### config.mk
export PLATFORM = sky130hd
export DESIGN_NAME = smem_line_master_flat
export DESIGN_NICKNAME = d
export VERILOG_FILES = /design/src/rtl/smem_line_master_if.sv /design/src/rtl/smem_line_master.sv /design/src/flat_wrapper.sv
export SDC_FILE = /design/constraint.sdc
export NUM_CORES = 2
export LEC_CHECK = 0
export CORE_AREA = 2 2 579 581
export DETAILED_ROUTE_END_ITERATION = 7
export DIE_AREA = 0 0 581 583
export SKIP_CTS_REPAIR_TIMING = 1
export SLEW_MARGIN = 0
export SYNTH_ARGS = -nofsm -noshare
export SYNTH_HDL_FRONTEND = slang
export SYNTH_SLANG_ARGS = --single-unit
### constraint.sdc
create_clock -name clk -period 4.2 [get_ports clk]
set_clock_uncertainty 0.15 [all_clocks]
set_input_delay 0.84 -clock clk [delete_from_list [all_inputs] [get_ports clk]]
set_output_delay 0.84 -clock clk [all_outputs]
set_load 0.05 [all_outputs]
### src/rtl/smem_line_master_if.sv
// smem_line_master_if: SMEM AXI4 channel bundle between the line master and the host-memory slave.
interface smem_line_master_if;
  logic [63:0] SMEM_araddr;
  logic [1:0]  SMEM_arburst;
  logic [3:0]  SMEM_arcache;
  logic        SMEM_arid;
  logic [7:0]  SMEM_arlen;
  logic        SMEM_arlock;
  logic [2:0]  SMEM_arprot;
  logic [3:0]  SMEM_arqos;
  logic [2:0]  SMEM_arsize;
  logic        SMEM_arvalid;
  logic        SMEM_arready;
  logic [63:0] SMEM_awaddr;
  logic [1:0]  SMEM_awburst;
  logic [3:0]  SMEM_awcache;
  logic        SMEM_awid;
  logic [7:0]  SMEM_awlen;
  logic        SMEM_awlock;
  logic [2:0]  SMEM_awprot;
  logic [3:0]  SMEM_awqos;
  logic [2:0]  SMEM_awsize;
  logic        SMEM_awvalid;
  logic        SMEM_awready;
  logic [63:0] SMEM_wdata;
  logic [7:0]  SMEM_wstrb;
  logic        SMEM_wlast;
  logic        SMEM_wvalid;
  logic        SMEM_wready;
  logic        SMEM_bid;
  logic [1:0]  SMEM_bresp;
  logic        SMEM_bvalid;
  logic        SMEM_bready;
  logic [63:0] SMEM_rdata;
  logic        SMEM_rid;
  logic [1:0]  SMEM_rresp;
  logic        SMEM_rlast;
  logic        SMEM_rvalid;
  logic        SMEM_rready;
  modport master (
    output SMEM_araddr, SMEM_arburst, SMEM_arcache, SMEM_arid, SMEM_arlen, SMEM_arlock,
           SMEM_arprot, SMEM_arqos, SMEM_arsize, SMEM_arvalid,
           SMEM_awaddr, SMEM_awburst, SMEM_awcache, SMEM_awid, SMEM_awlen, SMEM_awlock,
           SMEM_awprot, SMEM_awqos, SMEM_awsize, SMEM_awvalid,
           SMEM_wdata, SMEM_wstrb, SMEM_wlast, SMEM_wvalid, SMEM_bready, SMEM_rready,
    input  SMEM_arready, SMEM_awready, SMEM_wready, SMEM_bid, SMEM_bresp, SMEM_bvalid,
           SMEM_rdata, SMEM_rid, SMEM_rresp, SMEM_rlast, SMEM_rvalid
  );
  modport slave (
    input  SMEM_araddr, SMEM_arburst, SMEM_arcache, SMEM_arid, SMEM_arlen, SMEM_arlock,
           SMEM_arprot, SMEM_arqos, SMEM_arsize, SMEM_arvalid,
           SMEM_awaddr, SMEM_awburst, SMEM_awcache, SMEM_awid, SMEM_awlen, SMEM_awlock,
           SMEM_awprot, SMEM_awqos, SMEM_awsize, SMEM_awvalid,
           SMEM_wdata, SMEM_wstrb, SMEM_wlast, SMEM_wvalid, SMEM_bready, SMEM_rready,
    output SMEM_arready, SMEM_awready, SMEM_wready, SMEM_bid, SMEM_bresp, SMEM_bvalid,
           SMEM_rdata, SMEM_rid, SMEM_rresp, SMEM_rlast, SMEM_rvalid
  );
endinterface

### src/rtl/smem_line_master.sv
// smem_line_master: turns single cache-line requests into 8-beat x 64-bit AXI4 INCR bursts on SMEM.
// Optional watchdog enabled by defining SMEM_LINE_MASTER_TIMEOUT_EN.
module smem_line_master #(
  parameter int BEATS = 8,
  parameter int LINE_W = BEATS * 64,
  parameter int AXI_ID = 0,
  parameter int TIMEOUT_CYCLES = 4096
) (
  input  logic                 clk,
  input  logic                 resetn,
  input  logic                 req_valid_i,
  output logic                 req_ready_o,
  input  logic                 req_write_i,
  input  logic [63:0]          req_addr_i,
  input  logic [LINE_W-1:0]    req_wdata_i,
  input  logic [BEATS*8-1:0]   req_wstrb_i,
  output logic                 resp_valid_o,
  input  logic                 resp_ready_i,
  output logic [LINE_W-1:0]    resp_rdata_o,
  output logic                 resp_err_o,
  smem_line_master_if.master   m
);
  localparam int CW = $clog2(BEATS);
  typedef enum logic [2:0] {IDLE, AR, R, AW, W, B, RESP} state_e;
  state_e              state_q, state_d;
  logic [63:0]         addr_q, addr_d;
  logic [LINE_W-1:0]   wdata_q, wdata_d, rdata_q, rdata_d;
  logic [BEATS*8-1:0]  wstrb_q, wstrb_d;
  logic [CW-1:0]       cnt_q, cnt_d;
  logic                err_q, err_d, last, unused;
  assign last = cnt_q == CW'(BEATS - 1);
  assign unused = ^{req_addr_i[5:0], m.SMEM_bid, m.SMEM_rid, 32'(TIMEOUT_CYCLES)};
`ifdef SMEM_LINE_MASTER_TIMEOUT_EN
  logic [31:0] to_q, to_d;
  logic        busy, hs, tmo;
  assign busy = state_q inside {AR, R, AW, W, B};
  assign hs = (m.SMEM_arvalid && m.SMEM_arready) || (m.SMEM_rvalid && m.SMEM_rready) ||
              (m.SMEM_awvalid && m.SMEM_awready) || (m.SMEM_wvalid && m.SMEM_wready) ||
              (m.SMEM_bvalid && m.SMEM_bready);
  assign tmo = busy && !hs && to_q == 32'(TIMEOUT_CYCLES - 1);
`endif
  always_ff @(posedge clk or negedge resetn) begin
    if (!resetn) begin
      state_q <= IDLE;
      addr_q  <= '0;
      wdata_q <= '0;
      wstrb_q <= '0;
      rdata_q <= '0;
      cnt_q   <= '0;
      err_q   <= 1'b0;
`ifdef SMEM_LINE_MASTER_TIMEOUT_EN
      to_q    <= '0;
`endif
    end else begin
      state_q <= state_d;
      addr_q  <= addr_d;
      wdata_q <= wdata_d;
      wstrb_q <= wstrb_d;
      rdata_q <= rdata_d;
      cnt_q   <= cnt_d;
      err_q   <= err_d;
`ifdef SMEM_LINE_MASTER_TIMEOUT_EN
      to_q    <= to_d;
`endif
    end
  end
  always_comb begin
    state_d = state_q;
    addr_d  = addr_q;
    wdata_d = wdata_q;
    wstrb_d = wstrb_q;
    rdata_d = rdata_q;
    cnt_d   = cnt_q;
    err_d   = err_q;
    case (state_q)
      IDLE: if (req_valid_i) begin
        addr_d  = {req_addr_i[63:6], 6'd0};
        wdata_d = req_wdata_i;
        wstrb_d = req_wstrb_i;
        err_d   = 1'b0;
        cnt_d   = '0;
        rdata_d = req_write_i ? rdata_q : '0;
        state_d = req_write_i ? AW : AR;
      end
      AR: state_d = m.SMEM_arready ? R : AR;
      R: if (m.SMEM_rvalid) begin
        // the beat counter alone ends the burst; a misplaced rlast only flags an error
        rdata_d[{cnt_q, 6'd0} +: 64] = m.SMEM_rdata;
        err_d   = err_q | (m.SMEM_rresp != 2'd0) | (m.SMEM_rlast != last);
        cnt_d   = cnt_q + 1'b1;
        state_d = last ? RESP : R;
      end
      AW: state_d = m.SMEM_awready ? W : AW;
      W: if (m.SMEM_wready) begin
        cnt_d   = cnt_q + 1'b1;
        state_d = last ? B : W;
      end
      B: if (m.SMEM_bvalid) begin
        err_d   = err_q | (m.SMEM_bresp != 2'd0);
        state_d = RESP;
      end
      RESP: state_d = resp_ready_i ? IDLE : RESP;
      default: state_d = IDLE;
    endcase
`ifdef SMEM_LINE_MASTER_TIMEOUT_EN
    if (tmo) begin
      state_d = RESP;
      err_d   = 1'b1;
    end
    to_d = (!busy || hs || state_d != state_q) ? '0 : to_q + 1'b1;
`endif
  end
  always_comb begin
    req_ready_o    = resetn && state_q == IDLE;
    resp_valid_o   = state_q == RESP;
    resp_rdata_o   = rdata_q;
    resp_err_o     = err_q;
    m.SMEM_araddr  = addr_q;
    m.SMEM_arburst = 2'b01;
    m.SMEM_arcache = 4'b0011;
    m.SMEM_arid    = 1'(AXI_ID);
    m.SMEM_arlen   = 8'(BEATS - 1);
    m.SMEM_arlock  = 1'b0;
    m.SMEM_arprot  = 3'd0;
    m.SMEM_arqos   = 4'd0;
    m.SMEM_arsize  = 3'd3;
    m.SMEM_arvalid = state_q == AR;
    m.SMEM_awaddr  = addr_q;
    m.SMEM_awburst = 2'b01;
    m.SMEM_awcache = 4'b0011;
    m.SMEM_awid    = 1'(AXI_ID);
    m.SMEM_awlen   = 8'(BEATS - 1);
    m.SMEM_awlock  = 1'b0;
    m.SMEM_awprot  = 3'd0;
    m.SMEM_awqos   = 4'd0;
    m.SMEM_awsize  = 3'd3;
    m.SMEM_awvalid = state_q == AW;
    m.SMEM_wdata   = wdata_q[{cnt_q, 6'd0} +: 64];
    m.SMEM_wstrb   = wstrb_q[{cnt_q, 3'd0} +: 8];
    m.SMEM_wlast   = state_q == W && last;
    m.SMEM_wvalid  = state_q == W;
    m.SMEM_bready  = state_q == B;
    m.SMEM_rready  = state_q == R;
  end
endmodule

### src/flat_wrapper.sv
// flat-port wrapper written by rule: the top's interface ports become plain ports
module smem_line_master_flat 
#(
  parameter int BEATS = 8,
  parameter int LINE_W = BEATS * 64,
  parameter int AXI_ID = 0,
  parameter int TIMEOUT_CYCLES = 4096
)
  (clk, resetn, req_valid_i, req_ready_o, req_write_i, req_addr_i, req_wdata_i, req_wstrb_i, resp_valid_o, resp_ready_i, resp_rdata_o, resp_err_o, m_SMEM_araddr, m_SMEM_arburst, m_SMEM_arcache, m_SMEM_arid, m_SMEM_arlen, m_SMEM_arlock, m_SMEM_arprot, m_SMEM_arqos, m_SMEM_arsize, m_SMEM_arvalid, m_SMEM_awaddr, m_SMEM_awburst, m_SMEM_awcache, m_SMEM_awid, m_SMEM_awlen, m_SMEM_awlock, m_SMEM_awprot, m_SMEM_awqos, m_SMEM_awsize, m_SMEM_awvalid, m_SMEM_wdata, m_SMEM_wstrb, m_SMEM_wlast, m_SMEM_wvalid, m_SMEM_bready, m_SMEM_rready, m_SMEM_arready, m_SMEM_awready, m_SMEM_wready, m_SMEM_bid, m_SMEM_bresp, m_SMEM_bvalid, m_SMEM_rdata, m_SMEM_rid, m_SMEM_rresp, m_SMEM_rlast, m_SMEM_rvalid);
  smem_line_master_if m_i ();
  input  logic clk;
  input  logic resetn;
  input  logic req_valid_i;
  output logic req_ready_o;
  input  logic req_write_i;
  input  logic [63:0] req_addr_i;
  input  logic [LINE_W-1:0] req_wdata_i;
  input  logic [BEATS*8-1:0] req_wstrb_i;
  output logic resp_valid_o;
  input  logic resp_ready_i;
  output logic [LINE_W-1:0] resp_rdata_o;
  output logic resp_err_o;
  output wire logic [$bits(m_i.SMEM_araddr)-1:0] m_SMEM_araddr;
  output wire logic [$bits(m_i.SMEM_arburst)-1:0] m_SMEM_arburst;
  output wire logic [$bits(m_i.SMEM_arcache)-1:0] m_SMEM_arcache;
  output wire logic [$bits(m_i.SMEM_arid)-1:0] m_SMEM_arid;
  output wire logic [$bits(m_i.SMEM_arlen)-1:0] m_SMEM_arlen;
  output wire logic [$bits(m_i.SMEM_arlock)-1:0] m_SMEM_arlock;
  output wire logic [$bits(m_i.SMEM_arprot)-1:0] m_SMEM_arprot;
  output wire logic [$bits(m_i.SMEM_arqos)-1:0] m_SMEM_arqos;
  output wire logic [$bits(m_i.SMEM_arsize)-1:0] m_SMEM_arsize;
  output wire logic [$bits(m_i.SMEM_arvalid)-1:0] m_SMEM_arvalid;
  output wire logic [$bits(m_i.SMEM_awaddr)-1:0] m_SMEM_awaddr;
  output wire logic [$bits(m_i.SMEM_awburst)-1:0] m_SMEM_awburst;
  output wire logic [$bits(m_i.SMEM_awcache)-1:0] m_SMEM_awcache;
  output wire logic [$bits(m_i.SMEM_awid)-1:0] m_SMEM_awid;
  output wire logic [$bits(m_i.SMEM_awlen)-1:0] m_SMEM_awlen;
  output wire logic [$bits(m_i.SMEM_awlock)-1:0] m_SMEM_awlock;
  output wire logic [$bits(m_i.SMEM_awprot)-1:0] m_SMEM_awprot;
  output wire logic [$bits(m_i.SMEM_awqos)-1:0] m_SMEM_awqos;
  output wire logic [$bits(m_i.SMEM_awsize)-1:0] m_SMEM_awsize;
  output wire logic [$bits(m_i.SMEM_awvalid)-1:0] m_SMEM_awvalid;
  output wire logic [$bits(m_i.SMEM_wdata)-1:0] m_SMEM_wdata;
  output wire logic [$bits(m_i.SMEM_wstrb)-1:0] m_SMEM_wstrb;
  output wire logic [$bits(m_i.SMEM_wlast)-1:0] m_SMEM_wlast;
  output wire logic [$bits(m_i.SMEM_wvalid)-1:0] m_SMEM_wvalid;
  output wire logic [$bits(m_i.SMEM_bready)-1:0] m_SMEM_bready;
  output wire logic [$bits(m_i.SMEM_rready)-1:0] m_SMEM_rready;
  input wire logic [$bits(m_i.SMEM_arready)-1:0] m_SMEM_arready;
  input wire logic [$bits(m_i.SMEM_awready)-1:0] m_SMEM_awready;
  input wire logic [$bits(m_i.SMEM_wready)-1:0] m_SMEM_wready;
  input wire logic [$bits(m_i.SMEM_bid)-1:0] m_SMEM_bid;
  input wire logic [$bits(m_i.SMEM_bresp)-1:0] m_SMEM_bresp;
  input wire logic [$bits(m_i.SMEM_bvalid)-1:0] m_SMEM_bvalid;
  input wire logic [$bits(m_i.SMEM_rdata)-1:0] m_SMEM_rdata;
  input wire logic [$bits(m_i.SMEM_rid)-1:0] m_SMEM_rid;
  input wire logic [$bits(m_i.SMEM_rresp)-1:0] m_SMEM_rresp;
  input wire logic [$bits(m_i.SMEM_rlast)-1:0] m_SMEM_rlast;
  input wire logic [$bits(m_i.SMEM_rvalid)-1:0] m_SMEM_rvalid;
  assign m_SMEM_araddr = m_i.SMEM_araddr;
  assign m_SMEM_arburst = m_i.SMEM_arburst;
  assign m_SMEM_arcache = m_i.SMEM_arcache;
  assign m_SMEM_arid = m_i.SMEM_arid;
  assign m_SMEM_arlen = m_i.SMEM_arlen;
  assign m_SMEM_arlock = m_i.SMEM_arlock;
  assign m_SMEM_arprot = m_i.SMEM_arprot;
  assign m_SMEM_arqos = m_i.SMEM_arqos;
  assign m_SMEM_arsize = m_i.SMEM_arsize;
  assign m_SMEM_arvalid = m_i.SMEM_arvalid;
  assign m_SMEM_awaddr = m_i.SMEM_awaddr;
  assign m_SMEM_awburst = m_i.SMEM_awburst;
  assign m_SMEM_awcache = m_i.SMEM_awcache;
  assign m_SMEM_awid = m_i.SMEM_awid;
  assign m_SMEM_awlen = m_i.SMEM_awlen;
  assign m_SMEM_awlock = m_i.SMEM_awlock;
  assign m_SMEM_awprot = m_i.SMEM_awprot;
  assign m_SMEM_awqos = m_i.SMEM_awqos;
  assign m_SMEM_awsize = m_i.SMEM_awsize;
  assign m_SMEM_awvalid = m_i.SMEM_awvalid;
  assign m_SMEM_wdata = m_i.SMEM_wdata;
  assign m_SMEM_wstrb = m_i.SMEM_wstrb;
  assign m_SMEM_wlast = m_i.SMEM_wlast;
  assign m_SMEM_wvalid = m_i.SMEM_wvalid;
  assign m_SMEM_bready = m_i.SMEM_bready;
  assign m_SMEM_rready = m_i.SMEM_rready;
  assign m_i.SMEM_arready = m_SMEM_arready;
  assign m_i.SMEM_awready = m_SMEM_awready;
  assign m_i.SMEM_wready = m_SMEM_wready;
  assign m_i.SMEM_bid = m_SMEM_bid;
  assign m_i.SMEM_bresp = m_SMEM_bresp;
  assign m_i.SMEM_bvalid = m_SMEM_bvalid;
  assign m_i.SMEM_rdata = m_SMEM_rdata;
  assign m_i.SMEM_rid = m_SMEM_rid;
  assign m_i.SMEM_rresp = m_SMEM_rresp;
  assign m_i.SMEM_rlast = m_SMEM_rlast;
  assign m_i.SMEM_rvalid = m_SMEM_rvalid;
  smem_line_master #(.BEATS(BEATS), .LINE_W(LINE_W), .AXI_ID(AXI_ID), .TIMEOUT_CYCLES(TIMEOUT_CYCLES)) u_core (.clk(clk), .resetn(resetn), .req_valid_i(req_valid_i), .req_ready_o(req_ready_o), .req_write_i(req_write_i), .req_addr_i(req_addr_i), .req_wdata_i(req_wdata_i), .req_wstrb_i(req_wstrb_i), .resp_valid_o(resp_valid_o), .resp_ready_i(resp_ready_i), .resp_rdata_o(resp_rdata_o), .resp_err_o(resp_err_o), .m(m_i));
endmodule
; Word-level counts from Yosys, hierarchy flattened
; Cells that the tools add are included.
; W data, S select, Z words.
[totals]
n_memories = 0
romBits = 0
output_inout_bits = 773
wordCells = 66
ramBits = 0
reg_bits = 1153
in_bits = 721
latch_bits = 0
[op_classes]
muxes = 24
n_div = 0
shifts = 4
n_addsub = 2
n_bitwise = 3
magnitude_cmp = 0
reduce_logical = 13
n_eq_ne = 13
n_mul = 0
[op_table]
columns = cell, count
row1 = $mux W512, 3
row2 = $pmux W512 S2, 1
row3 = $bwmux W512, 1
row4 = $shift A64 B11 Y512 const A, 1
row5 = $shiftx A512 B10 Y64, 1
row6 = $shiftx A64 B11 Y512, 1
row7 = $shiftx A64 B7 Y8, 1
row8 = $mux W3, 10
row9 = $pmux W3 S7, 1
row10 = $reduce_and A4 Y1, 4
row11 = $eq A3 B3 Y1 const B, 4
row12 = $neg A9 Y11, 1
row13 = $pmux W3 S3, 1
row14 = $eq A3 B2 Y1 const B, 2
row15 = $ne A2 B1 Y1 const B, 3
row16 = $reduce_bool A2 Y1, 3
row17 = $reduce_bool A3 Y1, 2
row18 = $mux W1, 4
row19 = $mux W2, 2
row20 = $ne A2 B2 Y1 const B, 2
row21 = $add A3 B1 Y3 const B, 1
row22 = $eq A3 B1 Y1 const B, 1
row23 = $logic_not A3 Y1, 1
row24 = $or A1 B1 Y1, 3
row25 = other kinds (4), 5

; Longest topological paths before layout
[logic_depth]
word_depth = 5
depth_mapped = 13
ltp_nobuf = 7

; Worst setup path before layout
; Ideal clock, no wire load.
[synth_path]
path_kind = reg2reg
startpoint = register u_core.cnt_q[1]
endpoint = register u_core.rdata_q[269] (netlist: u_core.resp_rdata_o[269])
setup_slack_ns = 1.047
t_required_ns = 3.983
path_stages_with_launch = 14
arrival_ns = 2.936
period_less_slack_ns = 3.153
setup_ns = 0.067
path_buffers = 6
cell_sequence = dfrtp_1 > buf_2 > buf_2 > buf_1 > inv_1 > ha_1 > ha_1 > buf_2 > nor2_1 > o2111a_1 > and2_1 > buf_2 > clkbuf_1 > a22o_1
[synth_between]
elab_chain_len = 5
word_cells_on_any_way = 6
classes_between = add/sub (1) / shift (2) / mux (3)
[synth_rtl]
columns = element, line
row1 = start: declaration, smem_line_master.sv:29  ; logic [CW-1:0] cnt_q, cnt_d;
row2 = start signal: assignment, smem_line_master.sv:60  ; cnt_q <= cnt_d;
row3 = $neg A9 Y11 (*), smem_line_master.sv:88  ; rdata_d[{cnt_q, 6'd0} +: 64] = m.SMEM_rdata;
row4 = $shiftx A64 B11 Y512 / $shift A64 B11 Y512 (equally long branches), smem_line_master.sv:88
row5 = $bwmux W512 (*), smem_line_master.sv:88
row6 = $mux W512 (*), smem_line_master.sv:86  ; R: if (m.SMEM_rvalid) begin
row7 = $pmux W512 S2 (*), smem_line_master.sv:75  ; case (state_q)
row8 = end signal: assignment, smem_line_master.sv:59  ; rdata_q <= rdata_d;
row9 = end: declaration, smem_line_master.sv:27  ; logic [LINE_W-1:0] wdata_q, wdata_d, rdata_q, rdata_d;
; Every way passes the cells marked *; elsewhere a longest branch is shown, timed or not. The select of a mux whose other input is x is not followed.
; A chain may end at the register's enable or synchronous reset.

; Final worst setup path
[layout_path]
startpoint = register u_core.cnt_q[0]
endpoint = output port m_SMEM_wdata[2]
[layout_between]
elab_chain_len = 1
[layout_rtl]
columns = element, line
row1 = $shiftx A512 B10 Y64, smem_line_master.sv:138  ; m.SMEM_wdata = wdata_q[{cnt_q, 6'd0} +: 64];
row2 = end: declaration, flat_wrapper.sv:43  ; output wire logic [$bits(m_i.SMEM_wdata)-1:0] m_SMEM_wdata;
; No other way between the ends.

==> out/results.txt <==
status - complete, no violations
total overflow reported by the global router - 0
flop and latch count out of synthesis - 1153
floorplan die height - 583 um
max_cap viols - 0
drt initial violations - 2195
commonest cells after routing, fill and taps aside - sky130_fd_sc_hd__clkdlybuf4s50_1, sky130_fd_sc_hd__dfrtp_1, sky130_fd_sc_hd__mux2_2
starting utilization of the core area - 0.144
critical path capture point type - primary output
worst slack after detailed placement - 0.519 ns
R2R Path End - u_core.resp_rdata_o[274]
routability congestion estimate from global placement - 0.839
die outline area - 339000 sq um
number of synthesized flops with an enable pin - 0
Num CTS Buffers - 140
total global-route track usage - 0.119
Post-DP HPWL - 164000 um
number of hold violations in the final report - 0
Synth Warn # - 0
Netlist cell types - 51
pin count of the biggest net entering global routing - 164
power density normalized to cell area - 702 nW/um^2
post-layout net count - 5261
Worst Path Buf+Inv - 3
proportion of layout cells with a drive suffix above 1 - 0.264
slew at the pin closest to its max-slew limit - 1.22 ns
first-pass GRT wire length - 289000 um
post-placement cell count - 8768
boundary pin count - 1494
Final setup viols - 0
count of mapped cells out of synthesis - 3188
slack of the worst reg-to-reg path - 0.55 ns
most common cell after layout, fill and taps aside - sky130_fd_sc_hd__clkdlybuf4s50_1
final hold slack - 0.344 ns
area taken by flip-flops and latches - 28900 sq um
level count of the clock H-tree - 4
Final Instance Area - 71600 sq um
fill cell total of the finished layout - 35.2k
cell with the biggest individual delay on the critical path - sky130_fd_sc_hd__clkdlybuf4s50_1
maximum vdd drop - 670 uV
leakage power summed over all cells - 29.3 nW
max_slew headroom - 0.186
share of synthesized flip-flops with an asynchronous set or reset - 1.00
final worst path period need - 4.04 ns
antenna-violating nets left - 0
clock tree from TritonCTS - built
number of search-and-repair iterations in the first detailed-routing pass - 5
sequential-to-total area share from yosys stat - 0.605
Critical Path Source Type - register
post-detailed-route DRC marker count - 0
hold path endpoint - u_core.resp_rdata_o[446]
die width - 581 um
Main synth FF type - sky130_fd_sc_hd__dfrtp_1
post-CTS clock slew at the launch and capture registers of the worst setup and hold paths - 0.06 ns
R2R depth - 10
least setup slack across all paths after layout - 0.159 ns
number of sinks handled by clock tree synthesis - 1153
Slew Limit Fails - 0
Peak Freq - 247 MHz
initial antenna violation count - 74
crit path max fanout - 12
chain of cells forming the critical path - buf_4, buf_16, mux4_2, nand2_1, nand2_1, clkdlybuf4s50_1
Clock Tree Root - sky130_fd_sc_hd__clkbuf_16
standard cell area after detailed placement - 66700 sq um
critical path data arrival time - 3.05 ns
CTS max path bufs - 4
startpoint of the tightest hold check path - u_core.resp_rdata_o[446]
period utilization - 0.962
WL per Instance - 23.3 um
RSZ-0062 raised after global routing - no
number of vias per cell after detailed routing - 3.79
number of vias in the routed layout - 34.3k
Crit path top cell by count - sky130_fd_sc_hd__nand2_1
clock network latency to the later pin of the worst-skew pair - 0.78 ns
count of input and output buffers - 1421
area of the core - 332000 sq um
Cell Rows - 212
data required time of the critical path - 3.21 ns
CP Class - reg -> out
Critical path origin - u_core.cnt_q[0]
via count of the first global-routing pass - 36.0k
combined area of all synthesized cells - 47700 sq um
multi-input combinational cell area - 16800 sq um
Synth Area per Inst - 15.0 sq um
startpoint of the most critical register-to-register path - u_core.cnt_q[0]
worst hold stages - 1
dominant delay contributor by cell family on the critical path - buffers and inverters
type of the tightest min-delay check - reg -> reg
fin cells - 9052
sum of routed wire length over all layers - 211000 um
largest stage delay on the critical path - 0.71 ns
relative area change from synthesis to final layout - 50.1%
## synthesized netlist by cell type, types with 2 or more instances
library cell	count	area share
sky130_fd_sc_hd__conb_1	2	0.00016
sky130_fd_sc_hd__a32o_1	5	0.0010
sky130_fd_sc_hd__mux4_2	144	0.068
sky130_fd_sc_hd__o21ai_4	3	0.0010
sky130_fd_sc_hd__o2bb2ai_1	3	0.00055
sky130_fd_sc_hd__a21oi_1	3	0.00031
sky130_fd_sc_hd__nand3_1	7	0.00073
sky130_fd_sc_hd__mux2i_1	6	0.0013
sky130_fd_sc_hd__nor2_1	9	0.00071
sky130_fd_sc_hd__and3_1	8	0.0010
sky130_fd_sc_hd__clkbuf_1	59	0.0046
sky130_fd_sc_hd__buf_4	150	0.024
sky130_fd_sc_hd__buf_2	120	0.013
sky130_fd_sc_hd__o31ai_1	2	0.00031
sky130_fd_sc_hd__inv_1	11	0.00087
sky130_fd_sc_hd__nor3_1	3	0.00031
sky130_fd_sc_hd__nand2_1	229	0.018
sky130_fd_sc_hd__nor3_2	4	0.00084
sky130_fd_sc_hd__and2_1	3	0.00039
sky130_fd_sc_hd__buf_1	69	0.0054
sky130_fd_sc_hd__nand4_1	2	0.00026
sky130_fd_sc_hd__o21ai_2	4	0.00073
sky130_fd_sc_hd__o22ai_1	5	0.00066
sky130_fd_sc_hd__dfrtp_1	1153	0.60
sky130_fd_sc_hd__ha_1	7	0.0018
sky130_fd_sc_hd__a22o_1	503	0.092
sky130_fd_sc_hd__nand2b_1	5	0.00066
sky130_fd_sc_hd__buf_6	12	0.0028
sky130_fd_sc_hd__mux2_2	635	0.15
## routing by layer
layer / GRT usage / share of wire / vias to the layer above
met5: 0 / 0.0011 / -
met4: 0.0461 / 0.041 / 34
met3: 0.0373 / 0.084 / 387
met2: 0.211 / 0.50 / 1602
met1: 0.132 / 0.37 / 18000
li1: - / - / 14300
## worst reg2reg max path: cells and delay by family (launching register included)
kind,cells,cell delay (ns)
adders and majority gates,2,0.71
DFF,1,0.58
buffers and inverters,4,1.10
AOI/OAI and AO/OA,3,0.84
and+or+nand+nor,1,0.21
## per-stage QoR
stage          power [mW]  TNS (ns)   util
2_1_floorplan        30.7         0      -
5_1_grt              52.6         0  0.215
3_3_place_gp         37.6         0  0.201
4_1_cts              50.8     -5.59  0.215
6_report             50.3         0  0.216
3_5_place_dp         38.0         0  0.201
## sequential cells by signal, summed over array words and instances (netlist names)
| register | flops |
|---|---|
| u_core.wstrb_q | 64 |
| u_core.resp_err_o | 1 |
| u_core.resp_rdata_o | 512 |
| u_core.state_q | 3 |
| u_core.cnt_q | 3 |
| u_core.m.SMEM_araddr | 58 |
| u_core.wdata_q | 512 |
## logic make-up after synthesis
family / after synthesis / synth area share
and+or+nand+nor: 280 / 0.0252
buffers and inverters: 421 / 0.0499
AOI/OAI and AO/OA: 539 / 0.0991
other: 2 / 0.000157
xor gates and xnor gates: 1 / 0.000184
DFF: 1153 / 0.605
muxes: 785 / 0.219
adders and majority gates: 7 / 0.00184
## worst max path at each step
stage / end / slack [ns] / cells after the start
after floorplan: u_core.resp_rdata_o[269] / 1.05 / 13
after detailed placement: u_core.resp_rdata_o[8] / 0.52 / 6
after CTS: m_SMEM_wstrb[0] / -0.20 / 6
after global placement: u_core.resp_rdata_o[4] / 0.59 / 6
final: m_SMEM_wdata[2] / 0.16 / 6
after global routing: m_SMEM_wstrb[0] / 0.01 / 6
## where the power goes
part	total, mW	internal (mW)	switching, mW	leakage, nW
Clock	12.5	7.50	5.00	2.32
Sequential	16.8	14.6	2.22	14.7
Combinational	21.0	9.10	11.9	12.3
## layout make-up
cell class                      count  area share
Timing Repair Buffer             1551       0.218
Multi-Input combinational cell   1676       0.235
Inverter                           11    0.000611
Tap cell                         4387      0.0766
Clock buffer                      205      0.0578
Clock inverter                     44     0.00802
Sequential cell                  1153       0.403
Antenna cell                       25    0.000873
Power figures use the tool's default switching activity.
